### src/rtl/wb_periph_split_pkg.sv
// Shared types and helpers for the Wishbone peripheral splitter.
package wb_periph_split_pkg;

  typedef enum logic [1:0] {
    ST_IDLE   = 2'd0,
    ST_ACTIVE = 2'd1,
    ST_RESP   = 2'd2
  } state_e;

  localparam int unsigned DAT_W     = 32;
  localparam int unsigned MAX_NS    = 16;
  localparam int unsigned IDX_MAX_W = 4;
  localparam int unsigned DAT_ALL_W = MAX_NS * DAT_W;

  localparam logic [DAT_W-1:0] BAD_DATA_DEF = 32'hDEAD_BEEF;

  // Picks one slave's read word out of the flattened (zero-extended) data bus.
  function automatic logic [DAT_W-1:0] slave_dat(input logic [DAT_ALL_W-1:0] dat_all,
                                                 input logic [IDX_MAX_W-1:0] idx);
    return dat_all[DAT_W*idx +: DAT_W];
  endfunction

endpackage

### src/rtl/wb_periph_split_wdog.sv
// Per-transaction watchdog: stall counter, expiry detect, sticky timeout flag and index.
// Only instantiated when WB_PERIPH_SPLIT_TIMEOUT_EN is defined.
module wb_periph_split_wdog
  import wb_periph_split_pkg::*;
#(
  parameter int unsigned TMO_W = 8,
  parameter int unsigned IDX_W = 4
) (
  input  logic             clk,
  input  logic             rst,
  input  logic             run_i,
  input  logic [IDX_W-1:0] idx_i,
  input  logic             clr_i,
  output logic             expire_c,
  output logic             tmo_irq_o,
  output logic [IDX_W-1:0] tmo_idx_o
);

  localparam logic [TMO_W-1:0] CNT_MAX  = '1;
  localparam logic [TMO_W-1:0] CNT_LAST = CNT_MAX - TMO_W'(1);

  logic [TMO_W-1:0] cnt_q, cnt_d;
  logic             irq_q, irq_d;
  logic [IDX_W-1:0] tidx_q, tidx_d;

  // The count reaching CNT_MAX is the timeout; it is detected on the
  // increment so the access completes on the same edge the counter saturates.
  always_comb begin
    cnt_d    = '0;
    expire_c = 1'b0;
    irq_d    = irq_q;
    tidx_d   = tidx_q;
    if (run_i) begin
      cnt_d    = (cnt_q == CNT_MAX) ? CNT_MAX : cnt_q + TMO_W'(1);
      expire_c = (cnt_q == CNT_LAST) || (cnt_q == CNT_MAX);
    end
    // A new timeout outranks a clear arriving in the same cycle.
    if (expire_c) begin
      irq_d  = 1'b1;
      tidx_d = idx_i;
    end else if (clr_i) begin
      irq_d = 1'b0;
    end
  end

  always_ff @(posedge clk) begin
    if (rst) begin
      cnt_q  <= '0;
      irq_q  <= 1'b0;
      tidx_q <= '0;
    end else begin
      cnt_q  <= cnt_d;
      irq_q  <= irq_d;
      tidx_q <= tidx_d;
    end
  end

  assign tmo_irq_o = irq_q;
  assign tmo_idx_o = tidx_q;

endmodule

### src/rtl/wb_periph_split.sv
// Wishbone classic splitter: decodes an address field into one-hot slave strobes,
// registers the response path and answers unmapped accesses with BAD_DATA.
// Optional watchdog enabled by defining WB_PERIPH_SPLIT_TIMEOUT_EN.
module wb_periph_split
  import wb_periph_split_pkg::*;
#(
  parameter int unsigned      NS       = 4,
  parameter int unsigned      SEL_LSB  = 16,
  parameter int unsigned      SEL_W    = 4,
  parameter int unsigned      TMO_W    = 8,
  parameter logic [DAT_W-1:0] BAD_DATA = BAD_DATA_DEF
) (
  input  logic               wb_clk_i,
  input  logic               wb_rst_i,
  input  logic               wbs_cyc_i,
  input  logic               wbs_stb_i,
  input  logic               wbs_we_i,
  input  logic [3:0]         wbs_sel_i,
  input  logic [31:0]        wbs_adr_i,
  input  logic [31:0]        wbs_dat_i,
  output logic               wbs_ack_o,
  output logic [31:0]        wbs_dat_o,
  output logic               s_cyc_o,
  output logic [NS-1:0]      s_stb_o,
  input  logic [NS-1:0]      s_ack_i,
  input  logic [NS*32-1:0]   s_dat_i,
  input  logic               tmo_clr_i,
  output logic               tmo_irq_o,
  output logic [SEL_W-1:0]   tmo_idx_o
);

  state_e             state_q, state_d;
  logic [SEL_W-1:0]   idx_q, idx_d;
  logic               ack_q, ack_d;
  logic [DAT_W-1:0]   dat_q, dat_d;
  logic [NS-1:0]      stb_q, stb_d;

  logic               req_c;
  logic               mapped_c;
  logic               ack_hit_c;
  logic               expire_c;
  logic [SEL_W-1:0]   sel_field_c;

  assign req_c       = wbs_cyc_i & wbs_stb_i;
  assign sel_field_c = wbs_adr_i[SEL_LSB +: SEL_W];
  assign mapped_c    = 32'(sel_field_c) < NS;
  // The registered strobe is already one-hot on idx while ACTIVE, so masking
  // with it discards acks from unselected slaves and acks outside ACTIVE.
  assign ack_hit_c   = (state_q == ST_ACTIVE) && |(s_ack_i & stb_q);

  always_ff @(posedge wb_clk_i) begin
    if (wb_rst_i) state_q <= ST_IDLE;
    else          state_q <= state_d;
  end

  always_comb begin
    state_d = state_q;
    unique case (state_q)
      ST_IDLE: begin
        if (req_c) state_d = mapped_c ? ST_ACTIVE : ST_RESP;
      end
      ST_ACTIVE: begin
        // Master abort takes priority over a late slave ack or expiry.
        if (!wbs_cyc_i)                 state_d = ST_IDLE;
        else if (ack_hit_c || expire_c) state_d = ST_RESP;
      end
      ST_RESP: state_d = ST_IDLE;
      default: state_d = ST_IDLE;
    endcase
  end

  // Outputs are computed from the next state so they appear registered in that state.
  always_comb begin
    idx_d = idx_q;
    ack_d = 1'b0;
    dat_d = dat_q;
    stb_d = '0;
    if (state_q == ST_IDLE && req_c) idx_d = sel_field_c;
    if (state_d == ST_ACTIVE) stb_d = NS'(1) << idx_d;
    if (state_d == ST_RESP) begin
      ack_d = 1'b1;
      dat_d = ack_hit_c ? slave_dat(DAT_ALL_W'(s_dat_i), IDX_MAX_W'(idx_q)) : BAD_DATA;
    end
  end

  always_ff @(posedge wb_clk_i) begin
    if (wb_rst_i) begin
      idx_q <= '0;
      ack_q <= 1'b0;
      dat_q <= '0;
      stb_q <= '0;
    end else begin
      idx_q <= idx_d;
      ack_q <= ack_d;
      dat_q <= dat_d;
      stb_q <= stb_d;
    end
  end

  assign wbs_ack_o = ack_q;
  assign wbs_dat_o = dat_q;
  assign s_stb_o   = stb_q;
  assign s_cyc_o   = wbs_cyc_i;

`ifdef WB_PERIPH_SPLIT_TIMEOUT_EN
  wb_periph_split_wdog #(
    .TMO_W (TMO_W),
    .IDX_W (SEL_W)
  ) u_wdog (
    .clk       (wb_clk_i),
    .rst       (wb_rst_i),
    .run_i     ((state_q == ST_ACTIVE) && wbs_cyc_i && !ack_hit_c),
    .idx_i     (idx_q),
    .clr_i     (tmo_clr_i),
    .expire_c  (expire_c),
    .tmo_irq_o (tmo_irq_o),
    .tmo_idx_o (tmo_idx_o)
  );
`else
  logic unused_tmo;
  assign expire_c   = 1'b0;
  assign tmo_irq_o  = 1'b0;
  assign tmo_idx_o  = '0;
  assign unused_tmo = tmo_clr_i ^ (TMO_W == 0);
`endif

  // Bus fields the slaves take directly from the master.
  logic unused_bus;
  assign unused_bus = ^{wbs_we_i, wbs_sel_i, wbs_dat_i, wbs_adr_i};

endmodule

### config.mk
export PLATFORM = sky130hd
export DESIGN_NAME = wb_periph_split
export DESIGN_NICKNAME = d
export VERILOG_FILES = /design/src/rtl/wb_periph_split_pkg.sv /design/src/rtl/wb_periph_split_wdog.sv /design/src/rtl/wb_periph_split.sv
export SDC_FILE = /design/constraint.sdc
export NUM_CORES = 1
export LEC_CHECK = 0
export ABC_AREA = 1
export BUFFER_PORTS_ARGS = -buffer_cell sky130_fd_sc_hd__clkbuf_2
export CORE_ASPECT_RATIO = 0.6
export CORE_UTILIZATION = 30
export DETAILED_ROUTE_END_ITERATION = 8
export GPL_TIMING_DRIVEN = 0
export PLACE_DENSITY = 0.73
export SLEW_MARGIN = 20
export SYNTH_ARGS = -nofsm -noshare
export SYNTH_HDL_FRONTEND = slang
export SYNTH_SLANG_ARGS = --single-unit
### constraint.sdc
create_clock -name wb_clk_i -period 1.75 [get_ports wb_clk_i]
set_clock_uncertainty 0.05 [all_clocks]
set_input_delay 0 -clock wb_clk_i [delete_from_list [all_inputs] [get_ports wb_clk_i]]
set_output_delay 0 -clock wb_clk_i [all_outputs]
set_load 0.05 [all_outputs]
# After elaboration in Yosys (flattened, before gate mapping)
# Cells that the tools add are included.
dict set report totals {
  output_inout_bits 43
  ff_bits 43
  input_bits 206
  elab_cells 27
}
dict set report classes {
  order_cmp 1
  mux 8
  eq_ne 3
  n_shift 2
  reduce_logical 5
  bitwise 3
}
# op count
set ops {}
lappend ops {{512-bit by 10-bit indexed part select with 32-bit output} 1}
lappend ops {{32-bit 2-to-1 mux} 1}
lappend ops {{2-bit 2-to-1 mux} 4}
lappend ops {{4-bit AND} 1}
lappend ops {{2-bit by 1-bit == test with 1-bit output, second input constant} 2}
lappend ops {{4-bit by 3-bit < comparator with 1-bit output, second input constant} 1}
lappend ops {{4-bit 2-to-1 mux} 1}
lappend ops {{2-bit one-hot mux with 2 select lines} 1}
lappend ops {{4-bit OR reduction} 1}
lappend ops {{1-bit by 4-bit << shifter with 4-bit output, first input constant} 1}
lappend ops {{2-bit == test, second input constant} 1}
lappend ops {{1-bit logical AND} 2}
lappend ops {{2-bit zero test} 1}
lappend ops {{2-bit OR reduction} 1}
lappend ops {{1-bit AND} 1}
lappend ops {{1-bit 2-to-1 mux} 1}
lappend ops {{1-bit NOT} 1}

# Logic depth before layout (Yosys ltp)
# Gate-level depths: netlist (run 1).
dict set report depth {
  depth_word 9
  mapped_depth 11
  ltp_nobuf 9
}

# Least setup slack after synthesis (run 1)
# Ideal clock, no wire load.
dict set report synth_timing {
  path_type {flip-flop to flip-flop}
  start {register stb_q[0], in the netlist s_stb_o[0]}
  end {register dat_q[17], in the netlist wbs_dat_o[17]}
  stages_incl_launch_ff 10
  slack_ps 140
  n_path_buf 1
  arrival_ps 1496
  cell_sequence {dfxtp_1 > nand2_1 > nand2_1 > nor2_1 > nor2_1 > buf_2 > nand3_1 > nand2_1 > nand2_1 > nor2_1}
}
dict set report synth_via {
  elab_chain_len 7
  word_cells_on_any_way 8
}
# element line
set synth_rtl {}
lappend synth_rtl {{start: declaration} wb_periph_split.sv:36} ;# logic [NS-1:0] stb_q, stb_d;
lappend synth_rtl {{start signal: assignment} wb_periph_split.sv:96} ;# stb_q <= stb_d;
lappend synth_rtl {{4-bit AND (*)} wb_periph_split.sv:49} ;# assign ack_hit_c = (state_q == ST_ACTIVE) && |(s_ack_i & stb_q);
lappend synth_rtl {{4-bit OR reduction (*)} wb_periph_split.sv:49}
lappend synth_rtl {{1-bit logical AND (*)} wb_periph_split.sv:49}
lappend synth_rtl {{2-bit 2-to-1 mux} wb_periph_split.sv:65} ;# else if (ack_hit_c || expire_c) state_d = ST_RESP;
lappend synth_rtl {{2-bit 2-to-1 mux} wb_periph_split.sv:64} ;# if (!wbs_cyc_i) state_d = ST_IDLE;
lappend synth_rtl {{2-bit one-hot mux with 2 select lines} wb_periph_split.sv:58} ;# unique case (state_q)
lappend synth_rtl {{2-bit == test} wb_periph_split.sv:80} ;# if (state_d == ST_RESP) begin
lappend synth_rtl {{end signal: assignment} wb_periph_split.sv:95} ;# dat_q <= dat_d;
lappend synth_rtl {{end: declaration} wb_periph_split.sv:35} ;# logic [DAT_W-1:0] dat_q, dat_d;
# Mark *: on every way between the ends. The rest lies on a longest branch, timed or not.
# A chain may end at the register's enable or synchronous reset.

# Worst setup path after layout (run 1)
dict set report layout_timing {
  start {register idx_q[1]}
  end {register dat_q[20], in the netlist wbs_dat_o[20]}
}
dict set report layout_via {
  elab_chain_len 2
}
# element line
set layout_rtl {}
lappend layout_rtl {{start: declaration} wb_periph_split.sv:33} ;# logic [SEL_W-1:0] idx_q, idx_d;
lappend layout_rtl {{start signal: assignment} wb_periph_split.sv:93} ;# idx_q <= idx_d;
lappend layout_rtl {{512-bit by 10-bit indexed part select with 32-bit output} wb_periph_split_pkg.sv:20} ;# return dat_all[DAT_W*idx +: DAT_W];
lappend layout_rtl {{32-bit 2-to-1 mux} wb_periph_split.sv:82} ;# dat_d = ack_hit_c ? slave_dat(DAT_ALL_W'(s_dat_i), IDX_MAX_W'(idx_q)) : BAD_DATA;
# Every way passes these cells.

==> flow_summary.json, run 1 <==
{
  "min_path_type": "input pin to flip-flop",
  "viasPerCell": 4.478,
  "io_buffers": 177,
  "worstPathCellList": "buf_4 -> inv_1 -> o21ai_0 -> o21ai_0 -> nand3_1 -> o21ai_0",
  "cts.sinks": 43,
  "max_freq_ghz": 0.6115,
  "die_w_um": 133.0,
  "stdcell_count": 869,
  "cpMaxStageDelayCell": "dfxtp_1",
  "clkTransAtPathRegs_ns": 0.06,
  "critPathTopFamily": "compound AO/OA/AOI/OAI gates",
  "fin_nets": 939,
  "ys_types": 22,
  "grt_max_degree": 15,
  "ys_seq_area_share_pct": 27.85,
  "dr.max_layer_used": "met4",
  "synth-main-ff-cell": "dfxtp_1",
  "ant_nets": 0,
  "grt_overflow_total": 0,
  "syn_area_um2": 3090,
  "cp_max_fo": 10,
  "synth_edf_count": 0,
  "antenna_found_initial": 0,
  "cts_buffers": 5,
  "worstSetupPathType": "flip-flop to flip-flop",
  "cts-hold-fix-buffers": 0,
  "status": "completed",
  "avgSynthCellArea_um2": 5.671,
  "first_pass_iters": 5,
  "fillers": 1098,
  "n_antenna_cell": 0,
  "cts_tree": "done",
  "power_leakage_uw": 0.002418,
  "drt-total-wl_um": 11010,
  "setup_viol": 0,
  "vias": 3891,
  "drtIter0Drc": 238,
  "synth_seq_cells": 43,
  "p_per_area_nw_per_um2": 714.3,
  "grt_pass1_vias": 3648,
  "slew_violations": 0,
  "wl_met1_um": 5373,
  "wire_per_inst_um": 12.67,
  "maxCapViolCount": 0,
  "htree_num_levels": 2,
  "root_buffer": "clkbuf_16",
  "finalSetupTns_ns": 0,
  "end_kind": "flip-flop",
  "synth_cells": 545,
  "worstPathArrival_ns": 1.80,
  "layout_common_cells": "clkbuf_2, nand2_1, nor2_1",
  "grt_pass1_wl_um": 17620,
  "fp.coreArea_um2": 9950,
  "dieArea_um2": 10720,
  "route.met3.wl_um": 822,
  "ir_drop_mv": 0.5394,
  "drive_above_1_share_pct": 31.20,
  "hpwlAfterDp_um": 9160,
  "dp_cells": 861,
  "wl_met2_um": 4719,
  "die_y_um": 80.62,
  "globalplace.congestion": 0.8571,
  "cp_num_buf_inv": 2,
  "initial_core_util_pct": 31.06,
  "rsz0062_at_grt": "false",
  "yosys_warnings": 0,
  "clk_latency_ns": 0.29,
  "final_common_cell": "clkbuf_2",
  "area_growth_pct": 40.45,
  "start_kind": "flip-flop",
  "cpMostUsedCell": "o21ai_0",
  "grt.total_usage_pct": 21.38,
  "io_pins": 249,
  "fin_crit_sh_pct": 93.45,
  "critPathMaxStageDelay_ns": 0.35,
  "period_minus_slack_ns": 1.635,
  "drc_errors": 0,
  "ys_async_sr_fraction_pct": 0,
  "hold_violations": 0,
  "postCtsSetupBuffers": 0,
  "clockBufferDepth": 2,
  "crit_required_ns": 1.91,
  "num_rows": 28
}
final cells by class:
cell class                      count  area (um2)  area share, %
Timing Repair Buffer              177       885.9          20.41
Tap cell                          135       168.9          3.892
Inverter                           42       157.7          3.632
Multi-Input combinational cell    424        1854          42.72
Clock inverter                      3       43.79          1.009
Buffer                             40       244.0          5.621
Sequential cell                    43       860.8          19.83
Clock buffer                        5       125.1          2.883
flip-flops by register name (all words and copies together) (netlist names):
signal,flops
idx_q,4
s_stb_o,4
state_q,2
wbs_ack_o,1
wbs_dat_o,32
Yosys cell counts (2+ instances only):
cell type | number | share of area (%)
nand2_1 | 151 | 18
nor2_1 | 147 | 18
o21ai_0 | 56 | 9.1
dfxtp_1 | 43 | 28
inv_1 | 38 | 4.6
o21bai_1 | 26 | 6.3
o21ai_1 | 15 | 2.4
buf_2 | 14 | 2.3
buf_4 | 12 | 2.9
clkbuf_1 | 11 | 1.3
nand3_1 | 8 | 1.3
nand4_1 | 7 | 1.4
buf_6 | 3 | 1.1
inv_2 | 3 | 0.36
nand2_2 | 2 | 0.40
nor2_2 | 2 | 0.40
o21ai_4 | 2 | 1.1
stage by stage:
| stage | area [um2] | power, uW | hold slack, ns | utilization (%) | setup slack (ns) |
|---|---|---|---|---|---|
| floorplan | 3105 | 1700 | 0.1171 | - | 0.1398 |
| global placement | 4160 | 2047 | 0.2930 | 41.81 | -0.06675 |
| detailed placement | 4160 | 2056 | 0.3120 | 41.81 | -0.07459 |
| CTS | 4330 | 3128 | 0.007486 | 43.52 | 0.05237 |
| global route | 4340 | 3288 | 0.04312 | 43.62 | 0.006973 |
| finish | 4340 | 3100 | 0.01638 | 43.62 | 0.1146 |
where the power goes:
group          internal (uW)  leakage [uW]  switching (uW)
clock network            673     0.0000838             392
logic                    343       0.00198             633
registers               1030      0.000352            28.6
worst reg2reg max path: cells and delay by family (launching register included):
| kind | cells | cell delay [ns] |
|---|---|---|
| AOI/OAI and AO/OA | 3 | 0.58 |
| buffers and inverters | 2 | 0.45 |
| DFF | 1 | 0.35 |
| and+or+nand+nor | 1 | 0.13 |
layer usage:
metal / track usage (%) / vias to the layer above
met5: 0 / -
met3: 3.914 / 10
li1: - / 2056
met4: 4.713 / 0
met1: 28.47 / 1666
met2: 35.86 / 159
repair_timing:
| action | in CTS | in global routing |
|---|---|---|
| endpoints found under the setup margin | 2 | 12 |
| resized for setup | 1 | 9 |
| cloned | 0 | 0 |
cells by family after synthesis:
group / Yosys count / synth area share (%)
simple gates: 319 / 40.28
compound gates: 100 / 19.03
buf+inv: 82 / 12.71
flops: 43 / 27.85
other cells: 1 / 0.1213
path summary, 6_finish.rpt:
kind	start	slack, ns	to	cells after the start
min	wbs_adr_i[19]	0.02	state_q[0]	4
max reg2reg	idx_q[1]	0.11	wbs_dat_o[20]	6
max	idx_q[1]	0.11	wbs_dat_o[20]	6
min reg2reg	wbs_dat_o[24]	0.44	wbs_dat_o[24]	2
Note: power is estimated with default switching activity, not from simulation.
==> run 2, diff against run 1 <==
--- a/config.mk
+++ b/config.mk
@@ -5,13 +5,12 @@
 export SDC_FILE = /design/constraint.sdc
 export NUM_CORES = 1
 export LEC_CHECK = 0
-export ABC_AREA = 1
 export BUFFER_PORTS_ARGS = -buffer_cell sky130_fd_sc_hd__clkbuf_2
 export CORE_ASPECT_RATIO = 0.6
 export CORE_UTILIZATION = 30
 export DETAILED_ROUTE_END_ITERATION = 8
 export GPL_TIMING_DRIVEN = 0
-export PLACE_DENSITY = 0.73
+export PLACE_DENSITY = 0.78
 export SLEW_MARGIN = 20
 export SYNTH_ARGS = -nofsm -noshare
 export SYNTH_HDL_FRONTEND = slang
==> flow_summary.json, run 2 <==
{
  "synth-main-ff-cell": "dfxtp_1",
  "grt_pass1_wl_um": 13150,
  "io_pins": 249,
  "ant_nets": 0,
  "grt.total_usage_pct": 19.51,
  "largest_reg_flops": 32,
  "die_w_um": 119.8,
  "synth_top_area_share_pct": 34.45,
  "cts_tree": "done",
  "yosys_warnings": 0,
  "clk_latency_ns": 0.28,
  "critPathTopFamily": "simple AND/OR/NAND/NOR gates",
  "crit_start": "state_q[1]",
  "r2r_start": "state_q[1]",
  "synth_cells": 236,
  "synth_top_area_cell": "dfxtp_1",
  "cts-hold-fix-buffers": 0,
  "vias": 2729,
  "dieArea_um2": 8710,
  "start_kind": "flip-flop",
  "end_kind": "flip-flop",
  "wire_per_inst_um": 16.15,
  "drc_errors": 0,
  "fp.coreArea_um2": 7976,
  "ys_types": 31,
  "worstPathArrival_ns": 1.83,
  "fin_crit_sh_pct": 96.62,
  "min_from": "wbs_adr_i[17]",
  "route.met3.wl_um": 635,
  "clkTransAtPathRegs_ns": 0.06,
  "finish.utilization_pct": 47.62,
  "maxCapViolCount": 0,
  "drive_above_1_share_pct": 60.00,
  "first_pass_iters": 4,
  "dp_slack_ns": -0.2031,
  "crit_required_ns": 1.89,
  "clockBufferDepth": 2,
  "slew_violations": 0,
  "max_freq_ghz": 0.5914,
  "cts.sinks": 43,
  "hpwlAfterDp_um": 6908,
  "worstSetupPathType": "flip-flop to flip-flop",
  "drtIter0Drc": 159,
  "power_leakage_uw": 0.001698,
  "synth_seq_cells": 43,
  "period_minus_slack_ns": 1.691,
  "cp_num_buf_inv": 1,
  "worst_slew_pin_slew_ns": 0.5159,
  "cts_buffers": 5,
  "dp_cells": 524,
  "worst_slack_ns": 0.05908,
  "grt_pass1_vias": 2750,
  "layout_common_cells": "clkbuf_2, nor3_1, dfxtp_1",
  "antenna_found_initial": 0,
  "drt-total-wl_um": 8606,
  "initial_core_util_pct": 31.33,
  "synthTopCellsByCount": "nor3_1, dfxtp_1, a21oi_1, mux4_2, clkbuf_1",
  "grt_overflow_total": 0,
  "min_path_type": "input pin to flip-flop",
  "syn_area_um2": 2499,
  "hold_violations": 0,
  "viasPerCell": 5.120,
  "critPathMaxStageDelay_ns": 0.35,
  "fin_nets": 630,
  "fin_area_um2": 3799,
  "final_common_cell": "clkbuf_2",
  "worstPathCellList": "nor4bb_4 -> buf_6 -> nor3b_4 -> o211ai_4 -> nor4b_2",
  "slew_headroom_pct": 65.61,
  "grt_max_degree": 13,
  "htree_num_levels": 2,
  "num_rows": 25,
  "synth.most_common_cell": "nor3_1",
  "placed_area_um2": 3531,
  "ys_seq_area_share_pct": 34.45,
  "root_buffer": "clkbuf_16",
  "ys_top_cells_by_area": "dfxtp_1, mux4_2, nor3_1",
  "wl_met2_um": 3975,
  "globalplace.congestion": 0.8034,
  "stdcell_count": 533,
  "ir_drop_mv": 0.3721,
  "area_growth_pct": 52.03,
  "n_antenna_cell": 0,
  "status": "completed",
  "fillers": 755,
  "setup_viol": 0,
  "p_per_area_nw_per_um2": 702.1,
  "avgSynthCellArea_um2": 10.59,
  "cp_max_fo": 7,
  "cpMaxStageDelayCell": "dfxtp_2",
  "wl_met1_um": 3805,
  "dr.max_layer_used": "met4",
  "io_buffers": 176,
  "ys_async_sr_fraction_pct": 0,
  "die_y_um": 72.69,
  "rsz0062_at_grt": "true",
  "synth_edf_count": 0
}
run 2: cell count changes in the layout (fill, tap and decap cells not counted), moves of 3 or more:
cell,previous run,this run
a21oi_1,1,31
buf_2,12,4
inv_1,38,2
inv_2,3,0
mux4_2,0,32
nand2_1,151,1
nand4_1,7,0
nor2_1,146,4
nor3_1,0,50
o211ai_1,0,8
o21ai_0,54,1
o21ai_1,17,0
o21bai_1,26,0
run 2: path summary, 6_finish.rpt:
check,slack (ns),depth (start not counted),endpoint
setup / recovery,0.06,5,s_stb_o[3]
hold / removal,0.02,3,idx_q[1]
setup reg to reg,0.06,5,s_stb_o[3]
hold reg to reg,0.42,2,wbs_dat_o[8]
run 2: power breakdown:
part           internal [uW]  total, uW  leakage (uW)  switching [uW]
sequential              1030       1060      0.000352            30.1
combinational            334        731       0.00128             397
clock                    527        881     0.0000679             353
run 2: repair_timing:
action	4_1_cts	5_1_grt
resized for setup	15	28
pin swaps	0	6
buffers inserted	0	2
cloned	0	0
endpoints found under the setup margin	31	36
run 2: cell type report:
class / count / area (um2) / share of cell area, %
sequential: 43 / 863.3 / 22.73
tap: 108 / 135.1 / 3.557
inverter: 2 / 7.507 / 0.1976
multi-input combinational: 164 / 1553 / 40.88
buffer: 30 / 206.4 / 5.435
clock inverter: 1 / 5.005 / 0.1318
clock buffer: 7 / 132.6 / 3.491
timing repair buffer: 178 / 895.9 / 23.58
run 2: routing by layer:
| layer | global-route usage, % | vias up |
|---|---|---|
| met5 | 0 | - |
| met4 | 7.222 | 0 |
| met3 | 4.297 | 19 |
| met2 | 32.50 | 149 |
| met1 | 25.12 | 1275 |
| li1 | - | 1286 |
run 2: per-stage QoR:
stage | hold slack (ns) | TNS [ns] | total power (uW)
final | 0.01649 | 0 | 2667
after detailed placement | 0.2998 | -4.442 | 1775
after global routing | 0.04180 | -0.04346 | 2813
after floorplan | 0.09720 | 0 | 1517
after global placement | 0.2832 | -2.792 | 1758
after CTS | 0.02335 | -0.2726 | 2678
run 2: worst min-delay path, stage by stage:
cell and delay [ns]:
clkbuf_2 0.09, mux2i_2 0.11, nor2_1 0.11
run 2: kinds of logic (layout without fill, tap and decap cells):
logic type / count (synthesis) / in the layout / share of synthesized area (%)
flip-flops: 43 / 43 / 34.45
multiplexers: 36 / 36 / 30.50
buffers and inverters: 33 / 218 / 6.560
other: 1 / 5 / 0.1501
AO/OA/AOI/OAI: 51 / 51 / 12.57
AND/OR/NAND/NOR: 72 / 72 / 15.77
==> run 3, diff against run 2 <==
==> constraint.sdc (replaced) <==
create_clock -name wb_clk_i -period 1.7 [get_ports wb_clk_i]
set_clock_uncertainty 0.05 [all_clocks]
set_input_delay 0 -clock wb_clk_i [delete_from_list [all_inputs] [get_ports wb_clk_i]]
set_output_delay 0 -clock wb_clk_i [all_outputs]
set_load 0.05 [all_outputs]
==> flow_summary.json, run 3 (synthesis results as in run 2) <==
{
  "p_per_area_nw_per_um2": 729.9,
  "max_freq_ghz": 0.5759,
  "cts_buffers": 5,
  "hpwlAfterDp_um": 7028,
  "clkTransAtPathRegs_ns": 0.06,
  "die_y_um": 72.69,
  "cts_tree": "done",
  "vias": 2762,
  "grt_pass1_wl_um": 13420,
  "grt_max_degree": 13,
  "maxCapViolCount": 0,
  "finalSetupTns_ns": -0.04699,
  "drc_errors": 0,
  "fin_nets": 631,
  "clockBufferDepth": 2,
  "worst_slew_pin_slew_ns": 0.5337,
  "wire_per_inst_um": 16.36,
  "final_common_cell": "clkbuf_2",
  "slew_violations": 0,
  "end_kind": "flip-flop",
  "placed_area_um2": 3535,
  "slew_headroom_pct": 64.42,
  "area_growth_pct": 53.33,
  "viasPerCell": 5.182,
  "rr_endpoint": "s_stb_o[2]",
  "first_pass_iters": 4,
  "hold_violations": 0,
  "htree_num_levels": 2,
  "ir_drop_mv": 0.3542,
  "worstPathArrival_ns": 1.86,
  "rsz0062_at_grt": "true",
  "cp-endpoint": "s_stb_o[2]",
  "clk_latency_ns": 0.28,
  "grt_overflow_total": 0,
  "crit_start": "state_q[1]",
  "grt.total_usage_pct": 20.04,
  "num_rows": 25,
  "start_kind": "flip-flop",
  "fin_crit_sh_pct": 102.1,
  "r2r_setup_slack_ns": -0.04,
  "cts.sinks": 43,
  "dieArea_um2": 8710,
  "min_path_type": "input pin to flip-flop",
  "crit_required_ns": 1.82,
  "layout_common_cells": "clkbuf_2, nor3_1, dfxtp_1",
  "worst_slack_ns": -0.03645,
  "cp_max_fo": 7,
  "initial_core_util_pct": 31.33,
  "drt-total-wl_um": 8722,
  "fin_area_um2": 3831,
  "io_pins": 249,
  "drive_above_1_share_pct": 61.65,
  "power_leakage_uw": 0.001711,
  "ant_nets": 0,
  "grt_pass1_vias": 2749,
  "antenna_found_initial": 0,
  "n_antenna_cell": 0,
  "largest_reg_flops": 32,
  "status": "finished, violations left",
  "drtIter0Drc": 115,
  "r2r_start": "state_q[1]",
  "die_w_um": 119.8,
  "fp.coreArea_um2": 7976,
  "worstSetupPathType": "flip-flop to flip-flop",
  "violations": "setup timing",
  "period_minus_slack_ns": 1.736,
  "root_buffer": "clkbuf_16",
  "reg2reg_depth": 4,
  "io_buffers": 176,
  "globalplace.congestion": 0.7752,
  "setup_viol": 2
}
## run 3: cell count changes in the layout (fill, tap and decap cells not counted), sizes merged
cell | before | now
buf | 21 | 23
clkbuf | 194 | 191
dlygate4sd3 | 0 | 1
## run 3: report_power, final
part           internal [uW]  leakage, uW  total [uW]  switching (uW)
clock                    574    0.0000727         953             379
sequential              1060     0.000353        1090            29.9
combinational            348      0.00128         758             410
## run 3: worst max-delay path: stages, from the launching register on
cell and delay, ns:
dfxtp_1 0.35, nor4bb_2 0.31, buf_4 0.21, mux2_2 0.39, nor4_2 0.31
## run 3: cell type report
cell class	count	area, um2
fillers	743	4145
multi-input cells	164	1545
repair buffers	179	905.9
flip-flops and latches	43	865.8
plain buffers	30	227.7
clock buffers	6	138.9
well taps	108	135.1
inverters	2	7.507
clock inverters	1	5.005
## run 3: metal layers
| metal | track usage [%] | wire length, um |
|---|---|---|
| met5 | 0 | 0 |
| met4 | 4.444 | 55 |
| met3 | 4.063 | 741 |
| met2 | 34.10 | 4182 |
| met1 | 26.52 | 3742 |
## run 3: metrics by stage
stage	setup WS (ns)	utilization (%)	total power, uW	std cells	hold slack (ns)
detailed placement	-0.2929	44.31	1832	524	0.3026
floorplan	0.05820	-	1562	240	0.09720
global placement	-0.1982	44.31	1809	524	0.2850
global route	-0.07791	48.03	2930	533	0.05904
finish	-0.03645	48.03	2796	533	0.04774
CTS	-0.001996	46.92	2814	531	0.02847
## run 3: how the worst min path moves through the flow
stage                       start         end  slack [ns]  cells after the start
finish              wbs_adr_i[19]    idx_q[3]        0.05                      3
global route        wbs_adr_i[16]  s_stb_o[0]        0.06                      3
CTS                 wbs_adr_i[19]    idx_q[3]        0.03                      3
detailed placement  wbs_adr_i[17]    idx_q[1]        0.30                      3
global placement    wbs_adr_i[19]    idx_q[3]        0.29                      3
floorplan           wbs_adr_i[18]    idx_q[2]         0.1                      2
## run 3: timing repair
action,4_1_cts,5_1_grt
buffers inserted,1,1
endpoints found under the hold margin,0,1
resized for setup,22,25
gates cloned,0,0
setup endpoints to repair,35,37
hold buffers,0,1
pin swaps,1,2
